$ cat src/rtl/dmac_pkg.sv
// Shared encodings and sizing for the single-channel DMA controller.
package dmac_pkg;

  typedef enum logic [2:0] {
    ST_IDLE,
    ST_REQ,
    ST_XFER,
    ST_GAP,
    ST_DONE
  } state_e;

  localparam logic DIR_DEV2MEM = 1'b0;
  localparam logic DIR_MEM2DEV = 1'b1;
  localparam logic STEP_INC    = 1'b0;
  localparam logic STEP_DEC    = 1'b1;

  localparam int CHUNK_WORDS_DEF = 16;
  localparam int WCNT_W          = 17;  // holds 65536
  localparam int CHUNK_W         = 9;   // holds 256

  function automatic logic [CHUNK_W-1:0] chunk_len(input logic [WCNT_W-1:0] remaining,
                                                   input int chunk_words);
    if (remaining > WCNT_W'(chunk_words)) return CHUNK_W'(chunk_words);
    else return remaining[CHUNK_W-1:0];
  endfunction

endpackage

$ cat src/rtl/dmac_ch_addr.sv
// Address generator plus remaining-word and per-chunk counters for one DMA channel.
module dmac_ch_addr
  import dmac_pkg::*;
#(
  parameter int CHUNK_WORDS = CHUNK_WORDS_DEF
) (
  input  logic        i_clk,
  input  logic        i_rst_n,
  input  logic        i_en,
  input  logic        i_load,
  input  logic [31:0] i_madr,
  input  logic [15:0] i_bcr,
  input  logic        i_step,
  input  logic        i_adv,
  output logic [31:0] o_addr,
  output logic        o_last_word,
  output logic        o_last_chunk_word
);

  logic [31:0]        r_addr;
  logic               r_step;
  logic [WCNT_W-1:0]  r_remain;
  logic [CHUNK_W-1:0] r_chunk;
  logic [WCNT_W-1:0]  w_load_cnt;
  logic [WCNT_W-1:0]  w_remain_nxt;

  assign w_load_cnt   = (i_bcr == 16'd0) ? WCNT_W'(65536) : {1'b0, i_bcr};
  assign w_remain_nxt = r_remain - WCNT_W'(1);

  always_ff @(posedge i_clk or negedge i_rst_n) begin
    if (!i_rst_n) begin
      r_addr   <= '0;
      r_step   <= STEP_INC;
      r_remain <= '0;
      r_chunk  <= '0;
    end else if (i_en) begin
      if (i_load) begin
        r_addr   <= i_madr;
        r_step   <= i_step;
        r_remain <= w_load_cnt;
        r_chunk  <= chunk_len(w_load_cnt, CHUNK_WORDS);
      end else if (i_adv) begin
        r_addr   <= (r_step == STEP_DEC) ? r_addr - 32'd4 : r_addr + 32'd4;
        r_remain <= w_remain_nxt;
        // Reload the chunk budget as the current chunk retires its last word
        r_chunk  <= o_last_chunk_word ? chunk_len(w_remain_nxt, CHUNK_WORDS)
                                      : r_chunk - CHUNK_W'(1);
      end
    end
  end

  assign o_addr            = r_addr;
  assign o_last_word       = (r_remain == WCNT_W'(1));
  assign o_last_chunk_word = (r_chunk == CHUNK_W'(1));

endmodule

$ cat src/rtl/dmac_ch.sv
// Single DMA channel: arbitrates per chunk, then streams words over a Wishbone master port.
// Optional sticky completion interrupt is built when DMAC_CH_IRQ_EN is defined.
module dmac_ch
  import dmac_pkg::*;
#(
  parameter int CHUNK_WORDS = CHUNK_WORDS_DEF
) (
  input  logic        CLK,
  input  logic        RST_ASYNC_N,
  input  logic        EN,
  input  logic        START_IN,
  input  logic [31:0] MADR_IN,
  input  logic [15:0] BCR_IN,
  input  logic        DIR_IN,
  input  logic        STEP_IN,
  input  logic        DREQ_IN,
  output logic        DMAC_REQ_OUT,
  input  logic        DMAC_CH_SEL_IN,
  output logic        DMAC_ACK_OUT,
  output logic        BUS_LAST_ACK_OUT,
  output logic        WB_CYC_OUT,
  output logic        WB_STB_OUT,
  output logic        WB_WE_OUT,
  output logic [31:0] WB_ADR_OUT,
  output logic [31:0] WB_DAT_OUT,
  input  logic [31:0] WB_DAT_IN,
  input  logic        WB_ACK_IN,
  input  logic [31:0] DEV_DAT_IN,
  output logic        DEV_RD_OUT,
  output logic [31:0] DEV_DAT_OUT,
  output logic        DEV_WR_OUT,
  output logic        BUSY_OUT,
  output logic        DONE_OUT,
  output logic        IRQ_OUT,
  input  logic        IRQ_CLR_IN
);

  state_e      r_state;
  logic        r_dir;
  logic        r_dev_wr;
  logic [31:0] r_dev_dat;
  logic        w_xfer;
  logic        w_ack;
  logic        w_load;
  logic        w_go;
  logic        w_last_word;
  logic        w_last_chunk;
  logic [31:0] w_addr;

  assign w_xfer = (r_state == ST_XFER);
  assign w_ack  = w_xfer & WB_ACK_IN & EN;
  assign w_load = (r_state == ST_IDLE) & START_IN;
  assign w_go   = DMAC_CH_SEL_IN & DREQ_IN;

  dmac_ch_addr #(.CHUNK_WORDS(CHUNK_WORDS)) u_addr (
    .i_clk             (CLK),
    .i_rst_n           (RST_ASYNC_N),
    .i_en              (EN),
    .i_load            (w_load),
    .i_madr            (MADR_IN),
    .i_bcr             (BCR_IN),
    .i_step            (STEP_IN),
    .i_adv             (w_ack),
    .o_addr            (w_addr),
    .o_last_word       (w_last_word),
    .o_last_chunk_word (w_last_chunk)
  );

  always_ff @(posedge CLK or negedge RST_ASYNC_N) begin
    if (!RST_ASYNC_N) begin
      r_state   <= ST_IDLE;
      r_dir     <= DIR_DEV2MEM;
      r_dev_wr  <= 1'b0;
      r_dev_dat <= '0;
    end else if (EN) begin
      r_dev_wr <= w_ack & (r_dir == DIR_MEM2DEV);
      if (w_ack && (r_dir == DIR_MEM2DEV)) r_dev_dat <= WB_DAT_IN;
      case (r_state)
        ST_IDLE: if (START_IN) begin
          r_state <= ST_REQ;
          r_dir   <= DIR_IN;
        end
        ST_REQ:  if (w_go) r_state <= ST_XFER;
        // A dropped grant mid-chunk is not honoured; the word in flight still completes
        ST_XFER: if (w_ack && w_last_chunk) r_state <= w_last_word ? ST_DONE : ST_GAP;
        ST_GAP:  r_state <= w_go ? ST_XFER : ST_REQ;
        ST_DONE: r_state <= ST_IDLE;
        default: r_state <= ST_IDLE;
      endcase
    end
  end

  assign DMAC_REQ_OUT     = ((r_state == ST_REQ) & DREQ_IN) | (r_state == ST_GAP);
  assign DMAC_ACK_OUT     = w_xfer;
  assign WB_CYC_OUT       = w_xfer;
  assign WB_STB_OUT       = w_xfer;
  assign WB_WE_OUT        = w_xfer & (r_dir == DIR_DEV2MEM);
  assign WB_ADR_OUT       = w_addr;
  assign WB_DAT_OUT       = (w_xfer && (r_dir == DIR_DEV2MEM)) ? DEV_DAT_IN : 32'd0;
  assign DEV_RD_OUT       = w_ack & (r_dir == DIR_DEV2MEM);
  assign BUS_LAST_ACK_OUT = w_ack & w_last_chunk;
  assign DEV_DAT_OUT      = r_dev_dat;
  assign DEV_WR_OUT       = r_dev_wr;
  assign BUSY_OUT         = (r_state != ST_IDLE);
  assign DONE_OUT         = (r_state == ST_DONE);

`ifdef DMAC_CH_IRQ_EN
  logic r_irq;

  // Set has priority so a clear landing on the completion cycle cannot lose the event
  always_ff @(posedge CLK or negedge RST_ASYNC_N) begin
    if (!RST_ASYNC_N) r_irq <= 1'b0;
    else if (EN) begin
      if (r_state == ST_DONE) r_irq <= 1'b1;
      else if (IRQ_CLR_IN)    r_irq <= 1'b0;
    end
  end

  assign IRQ_OUT = r_irq;
`else
  logic w_unused_irq_clr;

  assign w_unused_irq_clr = IRQ_CLR_IN;
  assign IRQ_OUT          = 1'b0;
`endif

endmodule

$ cat config.mk
export PLATFORM = sky130hd
export DESIGN_NAME = dmac_ch
export DESIGN_NICKNAME = d
export VERILOG_FILES = /design/src/rtl/dmac_pkg.sv /design/src/rtl/dmac_ch_addr.sv /design/src/rtl/dmac_ch.sv
export SDC_FILE = /design/constraint.sdc
export NUM_CORES = 1
export LEC_CHECK = 0
export ABC_CLOCK_PERIOD_IN_PS = 4500
export BUFFER_PORTS_ARGS = -buffer_cell sky130_fd_sc_hd__buf_2
export CAP_MARGIN = 20
export CELL_PAD_IN_SITES_DETAIL_PLACEMENT = 1
export CELL_PAD_IN_SITES_GLOBAL_PLACEMENT = 1
export CORE_UTILIZATION = 37
export DETAILED_ROUTE_END_ITERATION = 6
export PLACE_DENSITY_LB_ADDON = 0.1
export RECOVER_POWER = 25
export SYNTH_ARGS = -nofsm -noshare
export SYNTH_HDL_FRONTEND = slang
export SYNTH_SLANG_ARGS = --single-unit
$ cat constraint.sdc
create_clock -name CLK -period 4.5 [get_ports CLK]
set_clock_uncertainty 0.15 [all_clocks]
set_input_delay 0.9 -clock CLK [delete_from_list [all_inputs] [get_ports CLK]]
set_output_delay 0.9 -clock CLK [all_outputs]
set_load 0.03 [all_outputs]
==> results.cfg <==
[run_status]
run_status = complete, but fails checks
violations = max-capacitance violations, max-slew violations

[grt]
grt_first_pass_wirelength_mm = 32.5
grt_antenna_before_repair = 0
pin_count_of_the_biggest_net_entering_global_routing = 64
gr-total-overflow = 0
via_count_of_the_first_global_routing_pass = 6490
gr-usage-all-layers_pct = 22.6

[clocking]
cts_htree_levels = 3
cts.sink_count = 96
cts_made_buffers = 9
tritoncts = yes
cts-root-to-sink-buffers = 2
clock_slew_seen_by_the_registers_of_the_worst_setup_and_hold_paths_ns = 0.08
cts_root_buffer_type = clkbuf_16
worst_skew_pair.late_latency_ns = 0.36
post_cts_hold_buffer_count = 0
post_cts.resized_instances = 0
cts_setup_buffers = 0

[timing]
final_max_slew_viol_count = 64
setup-violations-final = 0
hold_violations = 0
min_period_over_period_pct = 77.0
slew_headroom_pct = -12.8
max_slew.worst_pin.slew_ns = 1.69
maxClockFrequency_ghz = 0.289
worst_hold_slack_ns = 0.351
layout_min_cycle_time_ns = 3.46
grt_setup_unrepaired = no
timing.setup.tns_ns = 0

[finish]
final-instance-count-excl-fill = 1199
antenna_cells_inserted = 0
layout-drive-gt1-share_pct = 30.7
nets = 1124
postLayoutCellArea_um2 = 8110
area_growth_pct = 25.0

[yosys]
portion_of_the_post_synthesis_area_used_by_sequential_elements_pct = 37.0
synth_largest_type_area_fraction_pct = 37.0
postSynthNetCount = 918
synth_xor_area_share_pct = 3.51
yosys_register_bits = 96
synth_mux_area_share_pct = 6.85
combinational_family_with_the_most_area_after_synthesis = simple AND/OR/NAND/NOR gates
syn-instance-count = 763
post_synth_and_or_nand_nor_area_fraction_pct = 21.5
mappedNetlistArea_um2 = 6490
ys_async_sr_fraction_pct = 100
synth_top_area_cell = dfrtp_1
synth_fa_ha_area_share_pct = 6.48
synth-compound-area-share_pct = 20.7
ys_warn_count = 0
synth_edf_count = 0
synth_area_leaders = dfrtp_1 (37%), a21oi_1 (6.4%), ha_1 (6.2%), mux2_2 (6.1%), nor2_1 (4.6%)
post_synth.cell_area_avg_um2 = 8.50
synthDistinctLibCells = 67
ys.flop_type = dfrtp_1

[placement]
detailed_place_hpwl_mm = 15.0
place.port_buffers = 226
finalWeightedCongestion = 0.785
placed_instance_area_um2 = 7830
post-place-cells = 1183

[power]
vdd_drop_max_mv = 0.370
p_per_area_nw_per_um2 = 831
total_leakage_power_nw = 4.02

[floorplanning]
die_height_um = 134
floorplan.rows = 48
die_w_um = 134
die_area_um2 = 18100
floorplan.initialDensity_pct = 37.6
placeableCoreArea_um2 = 17200
num_ports = 229

[setup_path]
timing.critical_path.cells = buf_4, ha_1, nand2_1, o21ai_1, nor2_1, a211oi_1, o211ai_1, o211a_1, or3_1, and4_1, nor3_1
timing.critical_path.required_ns = 4.63
cp_slowest_stage_delay_ns = 0.62
worst_path_class_setup = flop to flop
timing.rr.start = u_addr.r_step
slowest_stage = dfrtp_1
critical_path.endpoint_type = flop
timing.critical_path.max_delay_family = compound AO/OA/AOI/OAI gates
worst-endpoint-arrival_ns = 3.59
setup.worst_path.start = u_addr.r_step
start_kind = flop
crit_buf_inv = 1
crit_path_max_fanout = 16

[routing]
vias_per_cell = 5.31
wl_per_cell_um = 16.7
ant_nets = 0
drc_errors = 0
dr.first_iter.drc_count = 234
detail_route.wirelength_mm = 20.1
detail_route.first_pass.iterations = 4
route.vias.total = 6368

[worst_hold_path]
worst_hold_start = DEV_DAT_OUT[8]
min_path_type = flop to flop

[job]
cap_violations = 1
## cell usage after synthesis (12+ instances only)
cell type / n
dfrtp_1: 96
a21oi_1: 83
nor2_1: 79
nand2_1: 62
o21ai_0: 57
mux2_2: 35
and2_1: 33
ha_1: 32
clkbuf_1: 29
nor3_1: 22
inv_1: 19
nand3_1: 18
a21o_1: 14
xor2_1: 14
a31oi_1: 13
xnor2_1: 12
## routing by layer
| layer | track usage [%] | wire length [um] | part of all wire (%) |
|---|---|---|---|
| met4 | 5.68 | 243 | 1.2 |
| met2 | 40.3 | 10200 | 51 |
| met1 | 28.7 | 9000 | 45 |
| met3 | 2.95 | 616 | 3.1 |
| met5 | 0 | 0 | 0 |
## final timing paths
| path | cells past startpoint | to | slack [ns] |
|---|---|---|---|
| worst max-delay path | 11 | u_addr.o_addr[31] | 1.04 |
| worst min-delay path | 1 | DEV_DAT_OUT[8] | 0.35 |
| worst max register to register | 11 | u_addr.o_addr[31] | 1.04 |
| worst min register to register | 1 | DEV_DAT_OUT[8] | 0.35 |
| max in group asynchronous | 2 | u_addr.o_addr[22] | 1.78 |
| min in group asynchronous | 1 | u_addr.r_remain[9] | 0.83 |
## final cells by class
class | instances | area [um2]
Clock buffer | 10 | 239
Clock inverter | 6 | 50.0
Fill cell | 2129 | 9130
Inverter | 19 | 71.3
Multi-Input combinational cell | 605 | 3850
Sequential cell | 96 | 2400
Tap cell | 225 | 282
Timing Repair Buffer | 238 | 1220
## cell families after synthesis
group,after synthesis
flops,96
fa+ha+maj,33
compound gates,227
buf+inv,62
other cells,1
simple gates,278
xor+xnor,26
mux,40
## registers in the layout (all words and copies together) (netlist names)
| register | count |
|---|---|
| u_addr.o_addr | 32 |
| u_addr.r_step | 1 |
| u_addr.r_remain | 17 |
| u_addr.r_chunk | 9 |
| r_state | 3 |
| DEV_WR_OUT | 1 |
| DEV_DAT_OUT | 32 |
| r_dir | 1 |
## worst reg2reg max path, cell delays in order, from the launching register on
cell and delay [ns]:
dfrtp_1 0.62, buf_4 0.33, ha_1 0.41, nand2_1 0.10, o21ai_1 0.23, nor2_1 0.10
a211oi_1 0.37, o211ai_1 0.15, o211a_1 0.25, or3_1 0.36, and4_1 0.19, nor3_1 0.13
## power by group
group / switching, mW / total (mW) / internal, mW
sequential: 0.364 / 1.60 / 1.24
combinational: 2.71 / 4.36 / 1.64
clock: 0.383 / 0.782 / 0.399
total: 3.46 / 6.74 / 3.28
## layout by cell type (no fill, tap or decap), types with 13 or more instances in the layout
master / synthesis / routed
nand3_1: 18 / 18
nor2_1: 79 / 77
o21ai_0: 57 / 57
a31oi_1: 13 / 13
mux2_2: 35 / 35
a21oi_1: 83 / 83
xor2_1: 14 / 14
nand2_1: 62 / 62
and2_1: 33 / 33
ha_1: 32 / 32
inv_1: 19 / 19
a21o_1: 14 / 14
nor3_1: 22 / 22
dfrtp_1: 96 / 96
buf_2: 2 / 225
## through the flow
stage          setup WS, ns  utilization [%]  power [mW]
2_1_floorplan          1.39                -        4.86
3_3_place_gp           1.04             45.4        5.92
3_5_place_dp           1.01             45.4        5.99
4_1_cts               0.976             47.1        6.81
5_1_grt               0.707             47.0        7.34
6_report               1.04             47.0        6.74
Note: power is estimated with default switching activity, not from simulation.
